## config.mk

```make
export PLATFORM = sky130hd
export DESIGN_NAME = uart_bus_master
export DESIGN_NICKNAME = d
export VERILOG_FILES = /design/src/rtl/uart_bus_master.sv
export SDC_FILE = /design/constraint.sdc
export NUM_CORES = 1
export LEC_CHECK = 0
export CAP_MARGIN = 20
export CORE_AREA = 2 2 77 79
export DETAILED_ROUTE_END_ITERATION = 6
export DIE_AREA = 0 0 79 81
export DONT_BUFFER_PORTS = 1
export GPL_ROUTABILITY_DRIVEN = 0
export HOLD_SLACK_MARGIN = 0.1
export SLEW_MARGIN = 40
export SYNTH_ARGS = -nofsm -noshare
export SYNTH_HDL_FRONTEND = slang
export SYNTH_SLANG_ARGS = --single-unit
```

## constraint.sdc

```tcl
create_clock -name clk -period 3.1 [get_ports clk]
set_input_delay 0.31 -clock clk [delete_from_list [all_inputs] [get_ports clk]]
set_output_delay 0.31 -clock clk [all_outputs]
set_load 0.03 [all_outputs]
```

## src/rtl/uart_bus_master.sv

```systemverilog
// uart_bus_master: register-bus initiator for the UART core. Runs one
// chip-select cycle per accepted command with programmable setup, strobe
// and hold phases, returns read data on a response handshake, and turns
// the core's asynchronous interrupt level into a one-cycle rising-edge pulse.
module uart_bus_master #(
   parameter int unsigned SETUP_CYC  = 1,
   parameter int unsigned STROBE_CYC = 2,
   parameter int unsigned HOLD_CYC   = 1
) (
   input  logic       clk,
   input  logic       rst,
   input  logic       cmd_valid_i,
   output logic       cmd_ready_o,
   input  logic       cmd_rnw_i,
   input  logic [3:0] cmd_addr_i,
   input  logic [7:0] cmd_wdata_i,
   output logic       rsp_valid_o,
   input  logic       rsp_ready_i,
   output logic [7:0] rsp_rdata_o,
   output logic       busy_o,
   output logic [3:0] AddrBus_o,
   output logic       n_ChipSelect_o,
   output logic       n_rd_o,
   output logic       n_we_o,
   output logic [7:0] DataBus_o,
   input  logic [7:0] DataBus_i,
   input  logic       p_IrqSig_i,
   output logic       p_IrqPulse_o
);

   localparam int unsigned CNT_W  = 8;
   localparam int unsigned ADDR_W = 4;
   localparam int unsigned DATA_W = 8;

   localparam logic [CNT_W-1:0] SETUP_LOAD  = CNT_W'(SETUP_CYC - 1);
   localparam logic [CNT_W-1:0] STROBE_LOAD = CNT_W'(STROBE_CYC - 1);
   localparam logic [CNT_W-1:0] HOLD_LOAD   = CNT_W'(HOLD_CYC - 1);

   typedef enum logic [2:0] {
      IDLE   = 3'd0,
      SETUP  = 3'd1,
      STROBE = 3'd2,
      HOLD   = 3'd3,
      RESP   = 3'd4
   } busState_e;

   busState_e          state;
   logic [CNT_W-1:0]   phaseCnt;
   logic               isRead;
   logic               cmdReady;
   logic               rspValid;
   logic [DATA_W-1:0]  rspRdata;
   logic               busy;
   logic [ADDR_W-1:0]  addrBus;
   logic [DATA_W-1:0]  dataBus;
   logic               nCs;
   logic               nRd;
   logic               nWe;
   logic               irqSync1;
   logic               irqSync2;
   logic               irqSync2D;
   logic               irqPulse;

   // Bus sequencer: phase counter counts down from length-1 and advances at zero.
   always_ff @(posedge clk or negedge rst) begin
      if (!rst) begin
         state    <= IDLE;
         phaseCnt <= '0;
         isRead   <= 1'b0;
         cmdReady <= 1'b0;
         rspValid <= 1'b0;
         rspRdata <= '0;
         busy     <= 1'b0;
         addrBus  <= '0;
         dataBus  <= '0;
         nCs      <= 1'b1;
         nRd      <= 1'b1;
         nWe      <= 1'b1;
      end else begin
         unique case (state)
            IDLE: begin
               cmdReady <= 1'b1;
               busy     <= 1'b0;
               if (cmd_valid_i && cmdReady) begin
                  state    <= SETUP;
                  phaseCnt <= SETUP_LOAD;
                  isRead   <= cmd_rnw_i;
                  cmdReady <= 1'b0;
                  busy     <= 1'b1;
                  nCs      <= 1'b0;
                  addrBus  <= cmd_addr_i;
                  dataBus  <= cmd_rnw_i ? '0 : cmd_wdata_i;
               end
            end
            SETUP: begin
               if (phaseCnt == '0) begin
                  state    <= STROBE;
                  phaseCnt <= STROBE_LOAD;
                  nRd      <= ~isRead;
                  nWe      <= isRead;
               end else begin
                  phaseCnt <= phaseCnt - CNT_W'(1);
               end
            end
            STROBE: begin
               if (phaseCnt == '0) begin
                  state    <= HOLD;
                  phaseCnt <= HOLD_LOAD;
                  nRd      <= 1'b1;
                  nWe      <= 1'b1;
                  if (isRead) begin
                     rspRdata <= DataBus_i;
                  end
               end else begin
                  phaseCnt <= phaseCnt - CNT_W'(1);
               end
            end
            HOLD: begin
               if (phaseCnt == '0) begin
                  nCs     <= 1'b1;
                  addrBus <= '0;
                  dataBus <= '0;
                  if (isRead) begin
                     state    <= RESP;
                     rspValid <= 1'b1;
                  end else begin
                     state    <= IDLE;
                     busy     <= 1'b0;
                     cmdReady <= 1'b1;
                  end
               end else begin
                  phaseCnt <= phaseCnt - CNT_W'(1);
               end
            end
            RESP: begin
               if (rsp_ready_i) begin
                  state    <= IDLE;
                  rspValid <= 1'b0;
                  busy     <= 1'b0;
                  cmdReady <= 1'b1;
               end
            end
            default: begin
               state    <= IDLE;
               cmdReady <= 1'b0;
               rspValid <= 1'b0;
               busy     <= 1'b0;
               nCs      <= 1'b1;
               nRd      <= 1'b1;
               nWe      <= 1'b1;
               addrBus  <= '0;
               dataBus  <= '0;
            end
         endcase
      end
   end

   // Interrupt path: two-flop synchroniser, then a registered rising-edge detect.
   always_ff @(posedge clk or negedge rst) begin
      if (!rst) begin
         irqSync1  <= 1'b0;
         irqSync2  <= 1'b0;
         irqSync2D <= 1'b0;
         irqPulse  <= 1'b0;
      end else begin
         irqSync1  <= p_IrqSig_i;
         irqSync2  <= irqSync1;
         irqSync2D <= irqSync2;
         irqPulse  <= irqSync2 & ~irqSync2D;
      end
   end

   assign cmd_ready_o    = cmdReady;
   assign rsp_valid_o    = rspValid;
   assign rsp_rdata_o    = rspRdata;
   assign busy_o         = busy;
   assign AddrBus_o      = addrBus;
   assign DataBus_o      = dataBus;
   assign n_ChipSelect_o = nCs;
   assign n_rd_o         = nRd;
   assign n_we_o         = nWe;
   assign p_IrqPulse_o   = irqPulse;

endmodule
```

==> insert_results.sql <==
INSERT INTO impl_metrics (metric_group, metric, value, unit) VALUES
('run_status', 'outcome', 'finished, final reports clean', ''),
('timing', 'timing.hold.ws', '0.148', 'ns'),
('die', 'io-pin-count', '53', ''),
('timing', 'tightestPinTransition', '0.600', 'ns'),
('clocking', 'clock_latency', '0.29', 'ns'),
('setup_path', 'rr_startpoint', 'phaseCnt[0]$_DFFE_PN0P_', ''),
('setup_path', 'crit_path_max_fanout', '8', ''),
('setup_path', 'timing.critical_path.to_type', 'flop', ''),
('timing', 'max_freq', '0.440', 'GHz'),
('hold_path', 'worstHoldStart', 'cmd_wdata_i[2]', ''),
('timing', 'worst_case_headroom_to_the_max_slew_limit', '60.0', '%'),
('clocking', 'clk_pin_slew', '0.08', 'ns'),
('yosys', 'synth-edff-count', '0', ''),
('setup_path', 'criticalPathCategory', 'reg2reg', ''),
('global_routing', 'grt_first_pass_wirelength', '6750', 'um'),
('layout', 'fin_nets', '190', ''),
('pwr', 'power-per-cell-area', '1120', 'mW/mm^2'),
('route', 'detail_route.wl_per_cell', '16.8', 'um'),
('layout', 'layout-drive-gt1-share', '19.0', '%'),
('timing', 'timing.setup.tns', '0', 'ns'),
('timing', 'timing.final.crit_share', '73.3', '%'),
('placement', 'io_buffers', '0', ''),
('layout', 'multiInputGateArea', '808', 'sq um'),
('die', 'initial_core_utilization', '33.7', '%'),
('pwr', 'leakage', '0.931', 'nW'),
('layout', 'area.sequential', '0.00105', 'sq mm'),
('yosys', 'synthTopCellsByArea', 'dfrtp_1, mux2_4, a22o_1', ''),
('timing', 'setup-violations-final', '0', ''),
('route', 'detail_route.drc_violations', '0', ''),
('die', 'chipHeight', '81', 'um'),
('hold_path', 'worstHoldPathType', 'in2reg', ''),
('global_routing', 'grt_start_max_net_pins', '43', ''),
('setup_path', 'worstPathRequired', '3.28', 'ns'),
('clocking', 'numCtsBuffers', '5', ''),
('yosys', 'cell_area_after_synthesis', '0.00191', 'sq mm'),
('placement', 'detailedPlacementHpwl', '2860', 'um'),
('pwr', 'vdd.ir_drop.worst', '0.378', 'mV'),
('layout', 'antenna_cells', '0', ''),
('global_routing', 'antenna_found_initial', '0', ''),
('global_routing', 'grt_use_total', '13.5', '%'),
('clocking', 'cts_setup_buffers', '0', ''),
('timing', 'drv_slew', '0', ''),
('route', 'totalWireLength', '3990', 'um'),
('die', 'coreArea', '0.00568', 'sq mm'),
('clocking', 'post_cts.resized_instances', '0', ''),
('setup_path', 'crit_start', 'phaseCnt[0]$_DFFE_PN0P_', ''),
('route', 'antenna_viol_nets_final', '0', ''),
('clocking', 'cts_tree', 'yes', ''),
('yosys', 'proportion_of_netlist_area_held_by_the_largest_area_contributor', '51.0', '%'),
('timing', 'rsz0062_at_grt', 'no', ''),
('layout', 'synthToLayoutAreaGrowth', '12.1', '%'),
('flow_run', 'timing.max_cap.violations', '0', ''),
('route', 'routed-via-count', '1329', ''),
('yosys', 'number_of_storage_elements_in_the_synthesis_netlist', '42', ''),
('layout', 'final.fill_count', '572', ''),
('global_routing', 'gr-total-overflow', '0', ''),
('die', 'die_width', '79', 'um'),
('global_routing', 'first_global_vias', '1371', ''),
('route', 'drtPass1Iterations', '5', ''),
('route', 'viasPerCell', '5.58', ''),
('yosys', 'synth_ff_type', 'dfrtp_1', ''),
('timing', 'finalWorstPathRequiredPeriod', '2.27', 'ns'),
('setup_path', 'arrival_time_reported_for_the_critical_path_endpoint', '2.45', 'ns'),
('die', 'std_cell_rows', '28', ''),
('yosys', 'synth_cell_types', '46', ''),
('yosys', 'netlist.top_cell.by_area', 'dfrtp_1', ''),
('yosys', 'synth-seq-area-share', '55.2', '%'),
('yosys', 'syn_nets', '186', ''),
('clocking', 'numClockSinks', '42', ''),
('yosys', 'synthesis.yosys.warnings', '0', ''),
('clocking', 'cts-root-to-sink-buffers', '2', ''),
('clocking', 'hold_fix_buffers_at_cts', '3', ''),
('timing', 'clock-skew-final', '0.00264', 'ns'),
('yosys', 'synth-async-reset-ratio', '100', '%'),
('timing', 'timing.final.hold_violations', '0', ''),
('clocking', 'root_buffer', 'clkbuf_8', ''),
('route', 'drt_iter0_drc', '107', ''),
('die', 'floorplan.die_area', '0.00640', 'sq mm'),
('yosys', 'syn_area_per_cell', '12.1', 'sq um'),
('clocking', 'htree_levels', '2', ''),
('setup_path', 'critical_path_start_type', 'flop', ''),
('yosys', 'postSynthCellCount', '158', '');
==> cells in the final DEF (no fill, tap or decap), drive strengths merged, types with 2 or more instances in the layout <==
cell type    synthesis  layout
or4                  2       2
ha                   2       2
a221oi               3       3
nand2b               2       2
a31oi                2       2
nand3                2       2
o22a                 2       2
dlygate4sd3          0       2
a22o                13      13
a21oi               10      10
dfstp                3       3
a21o                 2       2
nor3                 6       6
clkbuf               3       7
o21ai                7       7
nand2                7       7
dfrtp               39      39
or3                  3       3
or3b                 3       3
nor2                 9       9
mux2                 9       9
inv                  4       4
or4b                 2       2
buf                  5       3
nor2b                2       2
==> state kept, by name, indices dropped and copies added (netlist names), 3 cells and up <==
signal / cells
DataBus_o: 8
phaseCnt: 8
rsp_rdata_o: 8
AddrBus_o: 4
state: 3
==> cell usage after synthesis (2+ instances only) <==
master / n
dfrtp_1: 39
a22o_1: 13
a21oi_1: 10
nor2_1: 9
mux2_4: 8
nand2_1: 7
o21ai_0: 7
buf_2: 4
inv_1: 4
nor3_1: 4
clkbuf_1: 3
dfstp_2: 3
or3_1: 3
a21o_1: 2
a221oi_1: 2
a31oi_1: 2
ha_1: 2
nand2b_1: 2
nand3_1: 2
nor2b_1: 2
nor3_2: 2
o22a_1: 2
or3b_2: 2
or4_1: 2
==> power breakdown <==
group	switching (mW)	internal (mW)	total, mW
logic	0.316	0.345	0.661
clock network	0.178	0.262	0.441
registers	0.517	0.774	1.29
total	1.01	1.38	2.39
==> critical path, stage by stage, from the launching register on <==
cell and delay (ns):
dfrtp_1 0.42, inv_1 0.10, ha_1 0.16, nor4b_2 0.32, nand3_1 0.16, or3b_1 0.62, mux2_4 0.38
==> per-layer routing <==
metal | part of all wire, % | track usage, % | wire [um] | vias up
met4 | 1.9 | 4.31 | 75 | 0
met5 | 0 | 0 | 0 | -
met1 | 41 | 16.2 | 1630 | 670
met2 | 49 | 22.7 | 1950 | 55
li1 | - | - | - | 596
met3 | 8.2 | 5.11 | 328 | 8
==> per-stage QoR <==
step                      instance area, sq um  util [%]  power (mW)  instances  setup WS, ns
final                                     2140      37.8        2.39        238         0.828
after global routing                      2140      37.8        2.55        238         0.660
after CTS                                 2130      37.6        2.41        238         0.820
after detailed placement                  1980      34.9        1.94        227         0.828
after global placement                    1980      34.9        1.90        227         0.960
after floorplan                           1910         -        1.78        158          1.14
==> area by class of cell <==
type / count / share of cell area, %
Sequential cell: 42 / 49.2
Multi-Input combinational cell: 104 / 37.7
Tap cell: 75 / 4.38
Clock buffer: 7 / 4.03
Timing Repair Buffer: 5 / 2.57
Clock inverter: 1 / 1.40
Inverter: 4 / 0.701
==> worst paths after layout <==
| check | endpoint | slack [ns] | depth (start not counted) |
|---|---|---|---|
| max | rsp_rdata_o[6]$_DFFE_PN0P_ | 0.83 | 6 |
| min | DataBus_o[2]$_DFFE_PN0P_ | 0.15 | 1 |
| max reg2reg | rsp_rdata_o[6]$_DFFE_PN0P_ | 0.83 | 6 |
| min reg2reg | irqSync2$_DFF_PN0_ | 0.36 | 0 |
| max in group asynchronous | n_ChipSelect_o$_DFFE_PN1P_ | 2.33 | 2 |
| min in group asynchronous | AddrBus_o[2]$_DFFE_PN0P_ | 0.51 | 2 |
==> cells by family (layout without fill, tap and decap cells) <==
kind of cell	Yosys count	in the layout	share of synthesized area (%)
buf+inv	12	17	3.01
xor+xnor	2	2	0.916
simple gates	43	43	14.1
compound gates	47	47	18.1
fa+ha+maj	2	2	1.31
mux	10	10	7.40
flops	42	42	55.2
No activity file was read; power rests on OpenSTA's default activity.
